===== src/rtl/z80fi_insn_collector_pkg.sv =====
// Shared widths, FSM states and packet structures for the z80fi instruction collector.
// Also holds the byte-lane insert helper used when assembling the opcode word.
package z80fi_insn_collector_pkg;

   localparam int INSN_W  = 32;
   localparam int LEN_W   = 3;
   localparam int PC_W    = 16;
   localparam int RNUM_W  = 4;
   localparam int RDATA_W = 16;
   localparam int ADDR_W  = 16;
   localparam int DATA_W  = 8;

   typedef enum logic [0:0] {
      ST_IDLE   = 1'b0,
      ST_ACTIVE = 1'b1
   } state_e;

   typedef struct packed {
      logic [INSN_W-1:0]  insn;
      logic [LEN_W-1:0]   len;
      logic [PC_W-1:0]    pc;
      logic               reg1_rd;
      logic [RNUM_W-1:0]  reg1_rnum;
      logic [RDATA_W-1:0] reg1_rdata;
      logic               reg2_rd;
      logic [RNUM_W-1:0]  reg2_rnum;
      logic [RDATA_W-1:0] reg2_rdata;
   } core_t;

   typedef struct packed {
      logic              wr;
      logic [ADDR_W-1:0] waddr;
      logic [DATA_W-1:0] wdata;
      logic              wr2;
      logic [ADDR_W-1:0] waddr2;
      logic [DATA_W-1:0] wdata2;
   } mem_t;

   function automatic logic [INSN_W-1:0] insert_byte(
      input logic [INSN_W-1:0] insn,
      input logic [LEN_W-1:0]  idx,
      input logic [7:0]        b
   );
      logic [INSN_W-1:0] r;
      r = insn;
      case (idx)
         3'd0:    r[7:0]   = b;
         3'd1:    r[15:8]  = b;
         3'd2:    r[23:16] = b;
         3'd3:    r[31:24] = b;
         default: r        = insn;
      endcase
      return r;
   endfunction

endpackage


===== src/rtl/z80fi_insn_collector_mem_wr_slots.sv =====
// Two-entry memory-write capture for one instruction; a third write raises ovf and is dropped.
// merged exposes the slots including this cycle's write so the retire snapshot can see it.
module z80fi_insn_collector_mem_wr_slots
   import z80fi_insn_collector_pkg::*;
(
   input  logic              clk,
   input  logic              rst,
   input  logic              clr,
   input  logic              wr,
   input  logic [ADDR_W-1:0] waddr,
   input  logic [DATA_W-1:0] wdata,
   output mem_t              merged,
   output logic              ovf
);

   mem_t slots_r;

   // Fold the current write into the first free slot.
   always_comb begin
      merged = slots_r;
      ovf    = 1'b0;
      if (wr) begin
         if (!slots_r.wr) begin
            merged.wr    = 1'b1;
            merged.waddr = waddr;
            merged.wdata = wdata;
         end else if (!slots_r.wr2) begin
            merged.wr2    = 1'b1;
            merged.waddr2 = waddr;
            merged.wdata2 = wdata;
         end else begin
            ovf = 1'b1;
         end
      end else begin
         ovf = 1'b0;
      end
   end

   // Slot storage, emptied when the owning instruction retires.
   always_ff @(posedge clk or posedge rst) begin
      if (rst) begin
         slots_r <= '0;
      end else if (clr) begin
         slots_r <= '0;
      end else begin
         slots_r <= merged;
      end
   end

endmodule


===== src/rtl/z80fi_insn_collector.sv =====
// Assembles per-cycle core retirement events into one registered z80fi packet per instruction,
// strobing z80fi_valid for the cycle after ev_done; overflow/protocol faults set sticky z80fi_err.
module z80fi_insn_collector
   import z80fi_insn_collector_pkg::*;
#(
   parameter int MAX_LEN   = 4,
   parameter bit CHECK_OVF = 1'b1
) (
   input  logic                clk,
   input  logic                reset,
   input  logic                ev_fetch,
   input  logic [7:0]          ev_fetch_byte,
   input  logic [PC_W-1:0]     ev_fetch_pc,
   input  logic [1:0]          ev_reg_rd,
   input  logic [7:0]          ev_reg_rnum,
   input  logic [31:0]         ev_reg_rdata,
   input  logic                ev_mem_wr,
   input  logic [ADDR_W-1:0]   ev_mem_waddr,
   input  logic [DATA_W-1:0]   ev_mem_wdata,
   input  logic                ev_done,
   output logic                z80fi_valid,
   output logic [INSN_W-1:0]   z80fi_insn,
   output logic [LEN_W-1:0]    z80fi_insn_len,
   output logic [PC_W-1:0]     z80fi_pc_rdata,
   output logic [RNUM_W-1:0]   z80fi_reg1_rnum,
   output logic [RNUM_W-1:0]   z80fi_reg2_rnum,
   output logic [RDATA_W-1:0]  z80fi_reg1_rdata,
   output logic [RDATA_W-1:0]  z80fi_reg2_rdata,
   output logic                z80fi_reg1_rd,
   output logic                z80fi_reg2_rd,
   output logic                z80fi_mem_wr,
   output logic                z80fi_mem_wr2,
   output logic [ADDR_W-1:0]   z80fi_mem_waddr,
   output logic [ADDR_W-1:0]   z80fi_mem_waddr2,
   output logic [DATA_W-1:0]   z80fi_mem_wdata,
   output logic [DATA_W-1:0]   z80fi_mem_wdata2,
   output logic                z80fi_err
);

   localparam logic [LEN_W-1:0] MAX_LEN_C = LEN_W'(MAX_LEN);

   state_e state_r, state_nxt_s;
   core_t  acc_r, acc_nxt_s;
   core_t  pkt_r;
   mem_t   mem_pkt_r, mem_merged_s;
   logic   mem_ovf_s;
   logic   byte_ovf_s;
   logic   done_ok_s;
   logic   proto_err_s;
   logic   valid_r;
   logic   err_r;

   z80fi_insn_collector_mem_wr_slots u_mem_wr_slots (
      .clk    (clk),
      .rst    (reset),
      .clr    (done_ok_s),
      .wr     (ev_mem_wr),
      .waddr  (ev_mem_waddr),
      .wdata  (ev_mem_wdata),
      .merged (mem_merged_s),
      .ovf    (mem_ovf_s)
   );

   // Merge this cycle's events into the accumulator and decide retirement.
   always_comb begin
      acc_nxt_s   = acc_r;
      state_nxt_s = state_r;
      byte_ovf_s  = 1'b0;
      done_ok_s   = 1'b0;
      proto_err_s = 1'b0;

      if (ev_fetch) begin
         if (acc_r.len < MAX_LEN_C) begin
            acc_nxt_s.insn = insert_byte(acc_r.insn, acc_r.len, ev_fetch_byte);
            acc_nxt_s.len  = acc_r.len + 3'd1;
            acc_nxt_s.pc   = (acc_r.len == 3'd0) ? ev_fetch_pc : acc_r.pc;
         end else begin
            byte_ovf_s = 1'b1;
         end
      end else begin
         byte_ovf_s = 1'b0;
      end

      // Only the first read on each port belongs to the packet.
      if (ev_reg_rd[0] && !acc_r.reg1_rd) begin
         acc_nxt_s.reg1_rd    = 1'b1;
         acc_nxt_s.reg1_rnum  = ev_reg_rnum[3:0];
         acc_nxt_s.reg1_rdata = ev_reg_rdata[15:0];
      end else begin
         acc_nxt_s.reg1_rd = acc_r.reg1_rd;
      end
      if (ev_reg_rd[1] && !acc_r.reg2_rd) begin
         acc_nxt_s.reg2_rd    = 1'b1;
         acc_nxt_s.reg2_rnum  = ev_reg_rnum[7:4];
         acc_nxt_s.reg2_rdata = ev_reg_rdata[31:16];
      end else begin
         acc_nxt_s.reg2_rd = acc_r.reg2_rd;
      end

      case (state_r)
         ST_IDLE: begin
            if (ev_fetch && ev_done) begin
               done_ok_s = 1'b1;
            end else if (ev_fetch) begin
               state_nxt_s = ST_ACTIVE;
            end else if (ev_done) begin
               proto_err_s = 1'b1;
            end else begin
               state_nxt_s = ST_IDLE;
            end
         end
         ST_ACTIVE: begin
            if (ev_done) begin
               done_ok_s   = 1'b1;
               state_nxt_s = ST_IDLE;
            end else begin
               state_nxt_s = ST_ACTIVE;
            end
         end
         default: begin
            state_nxt_s = ST_IDLE;
         end
      endcase
   end

   // State, accumulator, registered packet and sticky error.
   always_ff @(posedge clk or posedge reset) begin
      if (reset) begin
         state_r   <= ST_IDLE;
         acc_r     <= '0;
         pkt_r     <= '0;
         mem_pkt_r <= '0;
         valid_r   <= 1'b0;
         err_r     <= 1'b0;
      end else begin
         state_r <= state_nxt_s;
         valid_r <= done_ok_s;
         err_r   <= err_r | proto_err_s | (CHECK_OVF & (byte_ovf_s | mem_ovf_s));
         if (done_ok_s) begin
            acc_r     <= '0;
            pkt_r     <= acc_nxt_s;
            mem_pkt_r <= mem_merged_s;
         end else begin
            acc_r <= acc_nxt_s;
         end
      end
   end

   assign z80fi_valid      = valid_r;
   assign z80fi_insn       = pkt_r.insn;
   assign z80fi_insn_len   = pkt_r.len;
   assign z80fi_pc_rdata   = pkt_r.pc;
   assign z80fi_reg1_rd    = pkt_r.reg1_rd;
   assign z80fi_reg1_rnum  = pkt_r.reg1_rnum;
   assign z80fi_reg1_rdata = pkt_r.reg1_rdata;
   assign z80fi_reg2_rd    = pkt_r.reg2_rd;
   assign z80fi_reg2_rnum  = pkt_r.reg2_rnum;
   assign z80fi_reg2_rdata = pkt_r.reg2_rdata;
   assign z80fi_mem_wr     = mem_pkt_r.wr;
   assign z80fi_mem_waddr  = mem_pkt_r.waddr;
   assign z80fi_mem_wdata  = mem_pkt_r.wdata;
   assign z80fi_mem_wr2    = mem_pkt_r.wr2;
   assign z80fi_mem_waddr2 = mem_pkt_r.waddr2;
   assign z80fi_mem_wdata2 = mem_pkt_r.wdata2;
   assign z80fi_err        = err_r;

endmodule


===== config.mk =====
export PLATFORM = sky130hd
export DESIGN_NAME = z80fi_insn_collector
export DESIGN_NICKNAME = d
export VERILOG_FILES = /design/src/rtl/z80fi_insn_collector_pkg.sv /design/src/rtl/z80fi_insn_collector_mem_wr_slots.sv /design/src/rtl/z80fi_insn_collector.sv
export SDC_FILE = /design/constraint.sdc
export NUM_CORES = 1
export LEC_CHECK = 0
export ABC_AREA = 1
export CORE_ASPECT_RATIO = 0.7
export CORE_UTILIZATION = 47
export DETAILED_ROUTE_END_ITERATION = 6
export PLACE_DENSITY_LB_ADDON = 0.3
export SYNTH_ARGS = -nofsm -noshare
export SYNTH_HDL_FRONTEND = slang
export SYNTH_SLANG_ARGS = --single-unit

===== constraint.sdc =====
create_clock -name clk -period 10.7 [get_ports clk]
set_input_delay 2.14 -clock clk [delete_from_list [all_inputs] [get_ports clk]]
set_output_delay 2.14 -clock clk [all_outputs]
set_load 0.03 [all_outputs]

# Yosys cells after proc, flatten, opt, wreduce, memory -nomap -nowiden
# Index checks and enable logic that the tools add are counted.
[totals]
regBits = 289
latch_bits = 0
ramBits = 0
mem_bits_ro = 0
in_bits = 95
output_inout_bits = 145
elab_cells = 80
memories = 0
[classes]
n_addsub = 1
n_mul = 0
div_mod_pow = 0
order_cmp = 1
eq_ne = 3
n_shift = 0
muxes = 32
bitwise = 4
reduce_logical = 6
[op_table]
columns = ["cell", "n"]
rows = [
  ["$mux 51", 2],
  ["$mux 50", 2],
  ["$mux 93", 1],
  ["$mux 24", 2],
  ["$mux 20", 2],
  ["$mux 8", 4],
  ["$mux 25", 1],
  ["$mux 16", 1],
  ["$mux 1", 15],
  ["$eq 3x2->1 const B", 2],
  ["$pmux 1 s2", 2],
  ["$add 3x1->3 const B", 1],
  ["$eq 3x1->1 const B", 1],
  ["$logic_and 1x1->1", 3],
  ["$logic_not 3->1", 1],
  ["$lt 3x3->1 const B", 1],
  ["$or 1x1->1", 3],
  ["$logic_not 1->1", 2],
  ["$not 1->1", 1],
]

# Longest topological paths before layout
# Gate-level depths: netlist of the first run.
[logic_depth]
word_depth = 6
ltp_mapped = 8
mapped_depth_nobuf = 6

# Modules after synthesis
# From an unflattened synthesis of the first run, not the netlist that was laid out.
[unflattened]
cells_unflattened = 1646
hier_area_um2 = 12782.3
[modules_own_cells]
columns = ["mod", "n_inst", "cells_per_inst", "area_per_inst_um2"]
rows = [
  ["z80fi_insn_collector", 1, 1280, 10271.1],
  ["z80fi_insn_collector_mem_wr_slots", 1, 366, 2511.2],
]

# Worst setup path after synthesis of the first run
# OpenSTA, ideal clock, no wires.
[synth_timing]
path_type = "in2reg"
startpoint = "input ev_fetch"
endpoint = "register mem_pkt_r (netlist bit z80fi_mem_waddr[10])"
setup_ns = 0.118
t_arrival_ns = 2.791
setup_slack_ns = 7.791
stages = 6
cell_sequence = "nor2_2 > nor2_4 > buf_4 > buf_2 > nand3_1 > nand2_1"
[synth_between]
elab_chain_cells = 3
[synth_rtl]
columns = ["element", "line_no", "source"]
rows = [
  ["start: declaration", "z80fi_insn_collector.sv:11", "input logic ev_fetch,"],
  ["$logic_and 1x1->1", "z80fi_insn_collector.sv:102", "if (ev_fetch && ev_done) begin"],
  ["$mux 1", "z80fi_insn_collector.sv:102", ""],
  ["$pmux 1 s2", "z80fi_insn_collector.sv:100", "case (state_r)"],
  ["end signal: assignment", "z80fi_insn_collector.sv:142", "mem_pkt_r <= mem_merged_s;"],
  ["end: declaration", "z80fi_insn_collector.sv:45", "mem_t mem_pkt_r, mem_merged_s;"],
]
# No other way between the ends.
# A chain may end at the register's enable or synchronous reset.

# Worst setup path in the final report of the first run
[layout_timing]
startpoint = "input ev_fetch"
endpoint = "register pkt_r (netlist bit z80fi_reg2_rdata[14])"
[layout_between]
elab_chain_cells = 3
[layout_rtl]
columns = ["element", "line_no", "source"]
rows = [
  ["$logic_and 1x1->1", "z80fi_insn_collector.sv:102", ""],
  ["$mux 1", "z80fi_insn_collector.sv:102", ""],
  ["$pmux 1 s2", "z80fi_insn_collector.sv:100", ""],
  ["end signal: assignment", "z80fi_insn_collector.sv:141", "pkt_r <= acc_nxt_s;"],
  ["end: declaration", "z80fi_insn_collector.sv:44", "core_t pkt_r;"],
]
# No other way between the ends.

==> flow_metrics.py, run 1 <==
metrics = {
    "run_status": {
        "outcome": "complete, no violations",
    },
    "power_and_ir_drop": {
        "p_per_area_mw_per_mm2": 217,
        "p_leak_nw": 8.81,
        "power_frac_seq": 0.404,
        "swShare": 0.340,
        "power_frac_clock": 0.297,
        "p_sw_mw": 1.19,
        "comb_power_share": 0.299,
        "p_total_mw": 3.50,
        "ir_worst_vdd_v": 0.000124,
        "p_int_mw": 2.31,
    },
    "detailed_routing": {
        "wl_per_cell_microns": 14.0,
        "route.detailed.drc": 0,
        "drtIter0Drc": 672,
        "via_count": 10600,
        "ant_nets": 0,
        "drt_pass1_iterations": 5,
        "viasPerCell": 4.82,
        "routed_wl_mm": 30.6,
    },
    "global_route": {
        "antenna_found_initial": 0,
        "grt_max_degree": 146,
        "grt_pass1_vias": 10100,
        "grt_usage": 0.225,
        "grt-ovfl-total": 0,
        "grt_pass1_wl_mm": 50.4,
    },
    "die": {
        "die_area_sq_mm": 0.0277,
        "ios": 240,
        "core_area_sq_mm": 0.0261,
        "die_y_microns": 140,
        "dieWidth_microns": 198,
        "rows": 49,
        "start_util": 0.486,
    },
    "synth": {
        "netlist_instances": 1618,
        "avgSynthCellArea_sq_um": 7.85,
        "synthesis.nets": 1717,
        "yosys_register_bits": 289,
        "synth_cell_types": 19,
        "syn_area_sq_mm": 0.0127,
        "ys_seq_area_frac": 0.570,
        "yosysWarnings": 0,
    },
    "cts": {
        "cts_tree": "done",
        "cts.sinks": 289,
        "cts_setup_buffers": 0,
        "cts_resized": 0,
        "ctsRootBufferMaster": "clkbuf_16",
        "clk_pin_slew_ps": 60,
        "cts_hold_buffers": 0,
        "htree_num_levels": 1,
        "clock_latency_ps": 550,
        "cts_buffers": 29,
        "clockBufferDepth": 3,
    },
    "cells_and_area": {
        "drive_gt1_frac": 0.0354,
        "final_util": 0.619,
        "multi_input_area_sq_mm": 0.00416,
        "seq_area_sq_mm": 0.00723,
        "design_area_sq_mm": 0.0162,
        "nFillCells": 2291,
        "nNetsFinal": 1913,
        "instances_no_fill": 2191,
        "diodes": 0,
        "area_growth_pct": 27.2,
    },
    "worst_setup_path": {
        "r2r-end": "z80fi_reg2_rdata[14]$_DFFE_PP0P_",
        "worst-path-max-fanout": 116,
        "slowest_stage": "buf_4",
        "rr_startpoint": "state_r$_DFF_PP0_",
        "rrSetupSlack_ps": 7950,
        "start_kind": "primary input",
        "cp_common_cell": "buf_4",
        "crit_buf_inv": 4,
        "critPathKind": "primary input to flip-flop",
        "worstPathRequired_ps": 11180,
        "crit_family": "buffers and inverters",
        "cp.arrival_ps": 5120,
        "crit_chain": "buf_2, buf_4, nor2_2, nor2_4, buf_4, buf_4, nand3_1, nand2_1",
        "max_stage_delay_ps": 980,
        "cp-end-kind": "flip-flop",
        "r2r_cells": 6,
    },
    "flow_run": {
        "drv_cap": 0,
    },
    "place": {
        "port_buffers": 239,
        "hpwlAfterDp_mm": 19.1,
        "post_dp_cell_area_sq_mm": 0.0152,
        "gp_routability_congestion": 0.797,
        "dp_cells": 2140,
        "dpl_worst_slack_ps": 5550,
    },
    "min_path": {
        "hold_depth": 2,
        "min-delay-start": "z80fi_insn[15]$_DFFE_PP0P_",
        "min_path_type": "flip-flop to flip-flop",
        "hold_end": "z80fi_insn[15]$_DFFE_PP0P_",
    },
    "sta": {
        "period_minus_slack_ps": 4640,
        "finalSetupTns_ps": 0,
        "slew_violations": 0,
        "slew_headroom": 0.193,
        "fin_ws_ps": 6060,
        "hold_viol_final": 0,
        "grt_setup_unrepaired": "false",
        "finalCritPeriodShare": 0.433,
        "fmax_mhz": 216,
        "tightest_slew_ps": 1210,
        "fin_hold_ws_ps": 476,
        "clock_skew_ps": 9.29,
        "setup_viol": 0,
    },
}
==> worst max-delay path by stage <==
stage             start                                to  slack [ps]  cells past startpoint
2_1_floorplan     reset                acc_r[0]$_DFF_PP0_         580                      1
3_3_place_gp   ev_fetch  z80fi_mem_waddr2[12]$_DFFE_PP0P_        5630                      8
5_1_grt        ev_fetch   z80fi_reg1_rdata[5]$_DFFE_PP0P_        5800                      8
4_1_cts        ev_fetch  z80fi_reg2_rdata[14]$_DFFE_PP0P_        6150                      8
6_report       ev_fetch  z80fi_reg2_rdata[14]$_DFFE_PP0P_        6060                      8
3_5_place_dp   ev_fetch  z80fi_reg2_rdata[14]$_DFFE_PP0P_        5550                      8
==> final cells by class <==
type	count	share of cell area
Sequential cell	289	0.448
Clock buffer	35	0.0482
Multi-Input combinational cell	1008	0.257
Timing Repair Buffer	247	0.151
Clock inverter	16	0.0118
Inverter	239	0.0561
Tap cell	357	0.0276
==> cells in the final DEF, fill, tap and decap left out, types with 4 or more instances in the layout <==
cell type	netlist	routed
nand2_1	655	655
dfrtp_1	289	289
clkdlybuf4s50_1	0	238
inv_1	237	236
nor2_1	146	146
nand3_1	142	142
nand4_1	48	48
clkbuf_16	0	29
clkinv_2	0	9
buf_4	9	8
o21ai_0	4	4
ha_1	4	4
bufinv_16	0	4
==> worst min-delay path, stage by stage, from the launching register on <==
cell,delay [ps]
dfrtp_1,340
nand2_1,50
nand2_1,50
==> state kept, by name, summed over array words and instances (netlist names), 3 cells and up <==
register and flops:
z80fi_mem_waddr2 16, z80fi_reg1_rdata 16, z80fi_mem_waddr 16, z80fi_pc_rdata 16, z80fi_mem_wdata 8, z80fi_reg2_rnum 4, z80fi_reg1_rnum 4, z80fi_mem_wdata2 8
acc_r 93, z80fi_reg2_rdata 16, z80fi_insn_len 3, u_mem_wr_slots.slots_r 50, z80fi_insn 32
==> cells by family after synthesis <==
logic type	synth area share
AOI/OAI and AO/OA	0.00335
adders and majority gates	0.00394
buffers and inverters	0.103
DFF	0.570
and+or+nand+nor	0.320
==> Yosys cell counts <==
cell type | number | share of area
nand4_1 | 48 | 0.024
nand2_2 | 1 | 0.00049
nand3_2 | 1 | 0.00079
nand2_1 | 655 | 0.19
clkbuf_1 | 14 | 0.0041
ha_1 | 4 | 0.0039
nor2_1 | 146 | 0.043
buf_2 | 58 | 0.023
o21ai_0 | 4 | 0.0016
dfrtp_1 | 289 | 0.57
buf_4 | 9 | 0.0053
nand3_1 | 142 | 0.056
inv_1 | 237 | 0.070
nor2_2 | 1 | 0.00049
inv_2 | 2 | 0.00059
buf_1 | 1 | 0.00030
o211ai_1 | 1 | 0.00059
a21oi_1 | 3 | 0.0012
nor2_4 | 2 | 0.0018
==> metal layers <==
metal  vias to the layer above  global-route usage  wire [microns]
li1                       5240                   -               -
met5                         -                   0               0
met1                      4947               0.332           14500
met3                        55              0.0434            1850
met2                       311               0.336           13400
met4                         0              0.0648             832
==> power groups by stage <==
stage	registers, mW	clock network, mW	logic, mW
2_1_floorplan	1.66	0	0.411
3_3_place_gp	1.43	0	1.03
3_5_place_dp	1.43	0	1.05
4_1_cts	1.42	1.06	1.05
5_1_grt	1.44	1.11	1.15
6_report	1.41	1.04	1.05
(Power assumes the default switching activity.)
==> run 2: changes to the inputs <==
clock period = 3.9 ns   (was 10.7 ns; I/O delays follow)
==> run 2 against run 1 <==
  * Combinational power rose to 2.7 times the previous value
  * Clock skew about the same
  * Register-to-register slack worse by 6100 ps
  * Sequential power rose to 2.8 times the previous value
  * Flip-flop and latch count unchanged
  * Routed wire length down 1.0%
  * Design area up 0.91%
  * Via count up 0.55%
  * Sequential share of layout area down 0.41 points
  * First-iteration DRC count up 15%
  * Die area unchanged
  * Total power rose to 2.7 times the previous value
  * Critical path type unchanged
  * Critical endpoint is now z80fi_reg2_rdata[2]$_DFFE_PP0P_
  * Largest cell class unchanged
==> flow_metrics.py, run 2 (same netlist as run 1, synthesis figures left out) <==
metrics = {
    "cts": {
        "cts_tree": "done",
        "cts_resized": 0,
        "clk_pin_slew_ps": 60,
        "cts.sinks": 289,
        "cts_buffers": 28,
        "cts_hold_buffers": 0,
        "htree_num_levels": 1,
        "cts_setup_buffers": 0,
        "ctsRootBufferMaster": "clkbuf_16",
        "clockBufferDepth": 3,
        "clock_latency_ps": 540,
    },
    "sta": {
        "grt_setup_unrepaired": "false",
        "fin_hold_ws_ps": 476,
        "setup_viol": 0,
        "tightest_slew_ps": 899,
        "slew_headroom": 0.401,
        "clock_skew_ps": 8.99,
        "slew_violations": 0,
        "finalCritPeriodShare": 0.632,
        "hold_viol_final": 0,
        "period_minus_slack_ps": 2470,
        "fmax_mhz": 406,
    },
    "die": {
        "start_util": 0.486,
        "ios": 240,
        "core_area_sq_mm": 0.0261,
        "die_area_sq_mm": 0.0277,
        "rows": 49,
        "dieWidth_microns": 198,
        "die_y_microns": 140,
    },
    "global_route": {
        "grt_pass1_vias": 10100,
        "grt_pass1_wl_mm": 50.8,
        "grt-ovfl-total": 0,
        "grt_usage": 0.225,
        "antenna_found_initial": 0,
        "grt_max_degree": 168,
    },
    "min_path": {
        "min_path_type": "flip-flop to flip-flop",
    },
    "worst_setup_path": {
        "worst-path-max-fanout": 167,
        "cp-end-kind": "flip-flop",
        "cp_common_cell": "buf_12",
        "critPathKind": "primary input to flip-flop",
        "start_kind": "primary input",
        "worstPathRequired_ps": 4360,
        "crit_chain": "clkdlybuf4s50_1, inv_1, nor2_4, buf_12, buf_12, nand3_1, nand2_1",
        "slowest_stage": "clkdlybuf4s50_1",
        "cp.arrival_ps": 2930,
        "max_stage_delay_ps": 500,
    },
    "cells_and_area": {
        "largest-register": "acc_r",
        "nNetsFinal": 1922,
        "drive_gt1_frac": 0.0374,
        "instances_no_fill": 2200,
        "diodes": 0,
        "final_common_cell": "nand2_1",
        "nFillCells": 2292,
        "largest_register_ffs": 93,
        "final_util": 0.624,
        "area_growth_pct": 28.4,
        "final_cell_mix": "655 x nand2_1, 289 x dfrtp_1, 238 x clkdlybuf4s50_1",
    },
    "run_status": {
        "outcome": "complete, no violations",
    },
    "power_and_ir_drop": {
        "p_per_area_mw_per_mm2": 586,
        "p_int_mw": 6.33,
        "comb_power_share": 0.302,
        "power_frac_seq": 0.407,
        "ir_worst_vdd_v": 0.000337,
        "p_leak_nw": 8.86,
        "swShare": 0.337,
        "p_sw_mw": 3.21,
        "power_frac_clock": 0.291,
    },
    "place": {
        "port_buffers": 239,
        "dp_cells": 2150,
        "hpwlAfterDp_mm": 19.3,
        "gp_routability_congestion": 0.806,
    },
    "detailed_routing": {
        "wl_per_cell_microns": 13.8,
        "ant_nets": 0,
        "viasPerCell": 4.82,
        "routed_wl_mm": 30.3,
        "route.detailed.drc": 0,
        "via_count": 10600,
        "drtIter0Drc": 775,
        "drt_pass1_iterations": 5,
    },
    "flow_run": {
        "drv_cap": 0,
    },
}
## run 2: changes by cell type in the layout (fill, tap and decap cells not counted), sizes merged
cell,previous run,this run
clkinv,10,3
inv,240,238
buf,9,19
clkinvlp,1,3
bufinv,4,3
clkbuf,35,42
## run 2: layout make-up
cell class                 count  area, sq um  area share
clock inverter                 8          120     0.00737
clock buffer                  42          825      0.0506
inverter                     239          903      0.0554
tap                          357          447      0.0274
sequential                   289         7230       0.444
multi-input combinational   1008         4160       0.255
timing repair buffer         257         2620       0.161
## run 2: through the flow
stage                     worst slack, ps  setup TNS [ps]  power [mW]  cell area [sq um]
after CTS                            1460               0        9.64              16300
after floorplan                      -713         -206110        5.68              12700
after global routing                 1310               0        10.1              16300
final                                1430               0        9.55              16300
after detailed placement              939               0        6.82              15400
after global placement               1010               0        6.76              15400
## run 2: power by group through the flow
| stage | combinational (mW) | clock, mW | sequential [mW] |
|---|---|---|---|
| global route | 3.17 | 2.97 | 3.95 |
| global placement | 2.85 | 0 | 3.91 |
| detailed placement | 2.90 | 0 | 3.92 |
| floorplan | 1.13 | 0 | 4.55 |
| finish | 2.88 | 2.78 | 3.88 |
| CTS | 2.91 | 2.84 | 3.89 |
## run 2: final timing paths
check / from / endpoint / slack [ps] / cells past startpoint
max: ev_done / z80fi_reg2_rdata[2]$_DFFE_PP0P_ / 1430 / 7
min: z80fi_insn[21]$_DFFE_PP0P_ / z80fi_insn[21]$_DFFE_PP0P_ / 480 / 2
max reg2reg: acc_r[58]$_DFF_PP0_ / z80fi_pc_rdata[1]$_DFFE_PP0P_ / 1860 / 7
min reg2reg: z80fi_insn[21]$_DFFE_PP0P_ / z80fi_insn[21]$_DFFE_PP0P_ / 480 / 2
max in group asynchronous: reset / acc_r[89]$_DFF_PP0_ / 2290 / 3
min in group asynchronous: reset / z80fi_pc_rdata[6]$_DFFE_PP0P_ / 780 / 2
## run 2: per-layer routing
layer  global-route usage  wire length [microns]  vias to the layer above  part of all wire
met1                0.336                  14200                     5042              0.47
met3               0.0453                   1940                       36             0.064
met2                0.339                  13600                      279              0.45
met4               0.0510                    527                        0             0.017
li1                     -                      -                     5254                 -
met5                    0                      0                        -                 0
## run 2: worst max-delay path: cells and delay by family
kind,cells,cell delay [ps]
and+or+nand+nor,3,410
buffers and inverters,4,1470
==> RTL edit, RTL diff (flow settings as in run 1) <==
Set the package constant `PC_W` to 14 (it was 16).
--- a/src/rtl/z80fi_insn_collector_pkg.sv
+++ b/src/rtl/z80fi_insn_collector_pkg.sv
@@ -5,5 +5,5 @@
    localparam int INSN_W  = 32;
    localparam int LEN_W   = 3;
-   localparam int PC_W    = 16;
+   localparam int PC_W    = 14;
    localparam int RNUM_W  = 4;
    localparam int RDATA_W = 16;
Ports: changed (resized ev_fetch_pc and z80fi_pc_rdata); port bits go from 240 to 236. No check against the original RTL was run, so the function may have changed too.
==> RTL edit against run 1 <==
- final area down 1.6%
- critical path depth stayed put
- area after synthesis fell by 1.5%
- power shrank 2.8%
- setup slack improved by 0.11 ns
- synthesized cell count fell by 1.5%
- critical endpoint is now z80fi_mem_waddr2[3]
- cell count decreased by 1.2%
- sequential cell count decreased by 4
- wire length up 1.2%
==> RTL edit: results (changes against run 1) <==
share of cells above drive strength 1=3.153% (-0.39 points); Synth area leaders=dfrtp_1 (57%), nand2_1 (19%), inv_1 (7.0%), nand3_1 (5.6%), nor2_1 (4.4%); min-delay src=z80fi_mem_wr2; drt pass-1 iters=5 (unchanged); Async S/R FF share, synth=100.0% (unchanged); Reg-to-Reg Start=state_r; vias in the first global route=9985 (-0.87%); worst-margin pin slew=1.161 ns (-0.04991 ns); yosys warns=0 (unchanged); PostCTS Resize Cnt=0 (unchanged); post-route clock skew=0.01114 ns (+0.001846 ns); Seq/Total Area, Yosys=57.03% (+0.083 points); ANT cells=0 (unchanged); top cells by count, synth=nand2_1 (648), dfrtp_1 (285), inv_1 (234), nor2_1 (145), nand3_1 (141); Port Buf Inserts=235 (-1.7%); final net count=1883 (-1.6%); Hold Path Class=reg -> reg; Placed Cells=2113 (-1.3%); H-tree depth=1 (unchanged); Worst-Skew Late Latency=0.53 ns (-0.02 ns); GPL Wtd Cong=0.8042 (+0.87%); Worst Path Arrival=4.95 ns (-0.17 ns); DR vias/cell=4.835 (+0.39%); initial antenna violation count=0 (unchanged); Starting DRT DRC Count=830 (+24%); Filler Cell Count=2280 (-0.48%); largest net degree at the start of global routing=211 (+45%); Yosys cell types=17 (-2); CTS buffer count=28 (-3.4%); slowest stage delay, CP=0.71 ns (-0.27 ns); CP Max Fanout=83 (-28%); Root Buffer=clkbuf_16; clock buffer depth=3 (unchanged); CTS clk-pin slew, worst paths=0.06 ns (about the same); Mapped Nets=1690 (-1.6%); Post-CTS Setup Bufs=0 (unchanged); Global Route Usage Sum=23.07% (+0.61 points); Slowest-stage cell, CP=nor2_8; detailed placement HPWL=19760 um (+3.2%); worst vdd ir=0.1075 mV (-13%); drt total wl=30990 um (+1.2%); DR WL/cell=14.31 um (+2.4%); CP startpoint=ev_fetch; outcome=complete, no violations; Pleak=8.663 nW (-1.7%); Top delay family on crit path=buffers and inverters; global-route wire length before repair=51290 um (+1.7%); Largest Register=acc_r; synthesized area per cell=7.850 sq um (about the same); max reg flops=91 (-2.2%)
RTL edit: changes by cell type after synthesis, sizes merged, moves of 4 or more:
cell	before	now
nand2	656	648
buf	68	58
dfrtp	289	285
clkbuf	14	21
inv	239	235
RTL edit: final timing paths:
path                                        end  slack [ns]  cells after the start
hold reg to reg                   z80fi_mem_wr2        0.48                      2
min in group asynchronous  z80fi_reg1_rdata[11]        2.19                      2
hold / removal                    z80fi_mem_wr2        0.48                      2
max in group asynchronous   z80fi_mem_wdata2[6]        6.92                      3
setup reg to reg            z80fi_mem_waddr2[3]        8.01                      6
setup / recovery            z80fi_mem_waddr2[3]        6.17                      8
RTL edit: logic make-up after synthesis:
kind of cell	count (synthesis)	synth area share, %
AND/OR/NAND/NOR	982	32.00
buffers and inverters	314	10.23
flip-flops	285	57.03
AO/OA/AOI/OAI	8	0.3402
adder cells (fa/ha/maj)	4	0.4003
RTL edit: metal layers:
layer  global-route usage [%]  up-vias  wire (um)
met2                    34.02      320      13600
met4                    4.039        0        458
li1                         -     5153          -
met1                    35.35     4963      14740
met5                        0        -          0
met3                    4.830       32       2186
RTL edit: worst reg2reg max path: cells and delay by family (launching register included):
| kind | cells | cell delay [ns] |
|---|---|---|
| AND/OR/NAND/NOR | 4 | 1.11 |
| buffers and inverters | 2 | 1.10 |
| flip-flops | 1 | 0.38 |
RTL edit: power breakdown:
part	switching (mW)	internal (mW)	total (mW)
logic	0.646	0.385	1.03
clock network	0.417	0.563	0.980
registers	0.105	1.29	1.39
RTL edit: final cells by class:
| type | instances | area (sq um) | share of cell area (%) |
|---|---|---|---|
| flip-flops and latches | 285 | 7132 | 44.87 |
| multi-input cells | 994 | 4096 | 25.77 |
| repair buffers | 242 | 2412 | 15.18 |
| inverters | 235 | 892.1 | 5.613 |
| clock buffers | 43 | 838.3 | 5.274 |
| well taps | 357 | 446.7 | 2.810 |
| clock inverters | 9 | 76.32 | 0.4802 |
RTL edit: through the flow:
stage	setup slack (ns)	util [%]	power, mW	instance area (sq um)
2_1_floorplan	0.6961	-	2.034	12500
3_3_place_gp	5.753	57.90	2.414	14980
3_5_place_dp	5.662	57.90	2.440	14980
4_1_cts	6.232	61.43	3.433	15890
5_1_grt	5.945	61.43	3.584	15890
6_report	6.175	61.43	3.404	15890
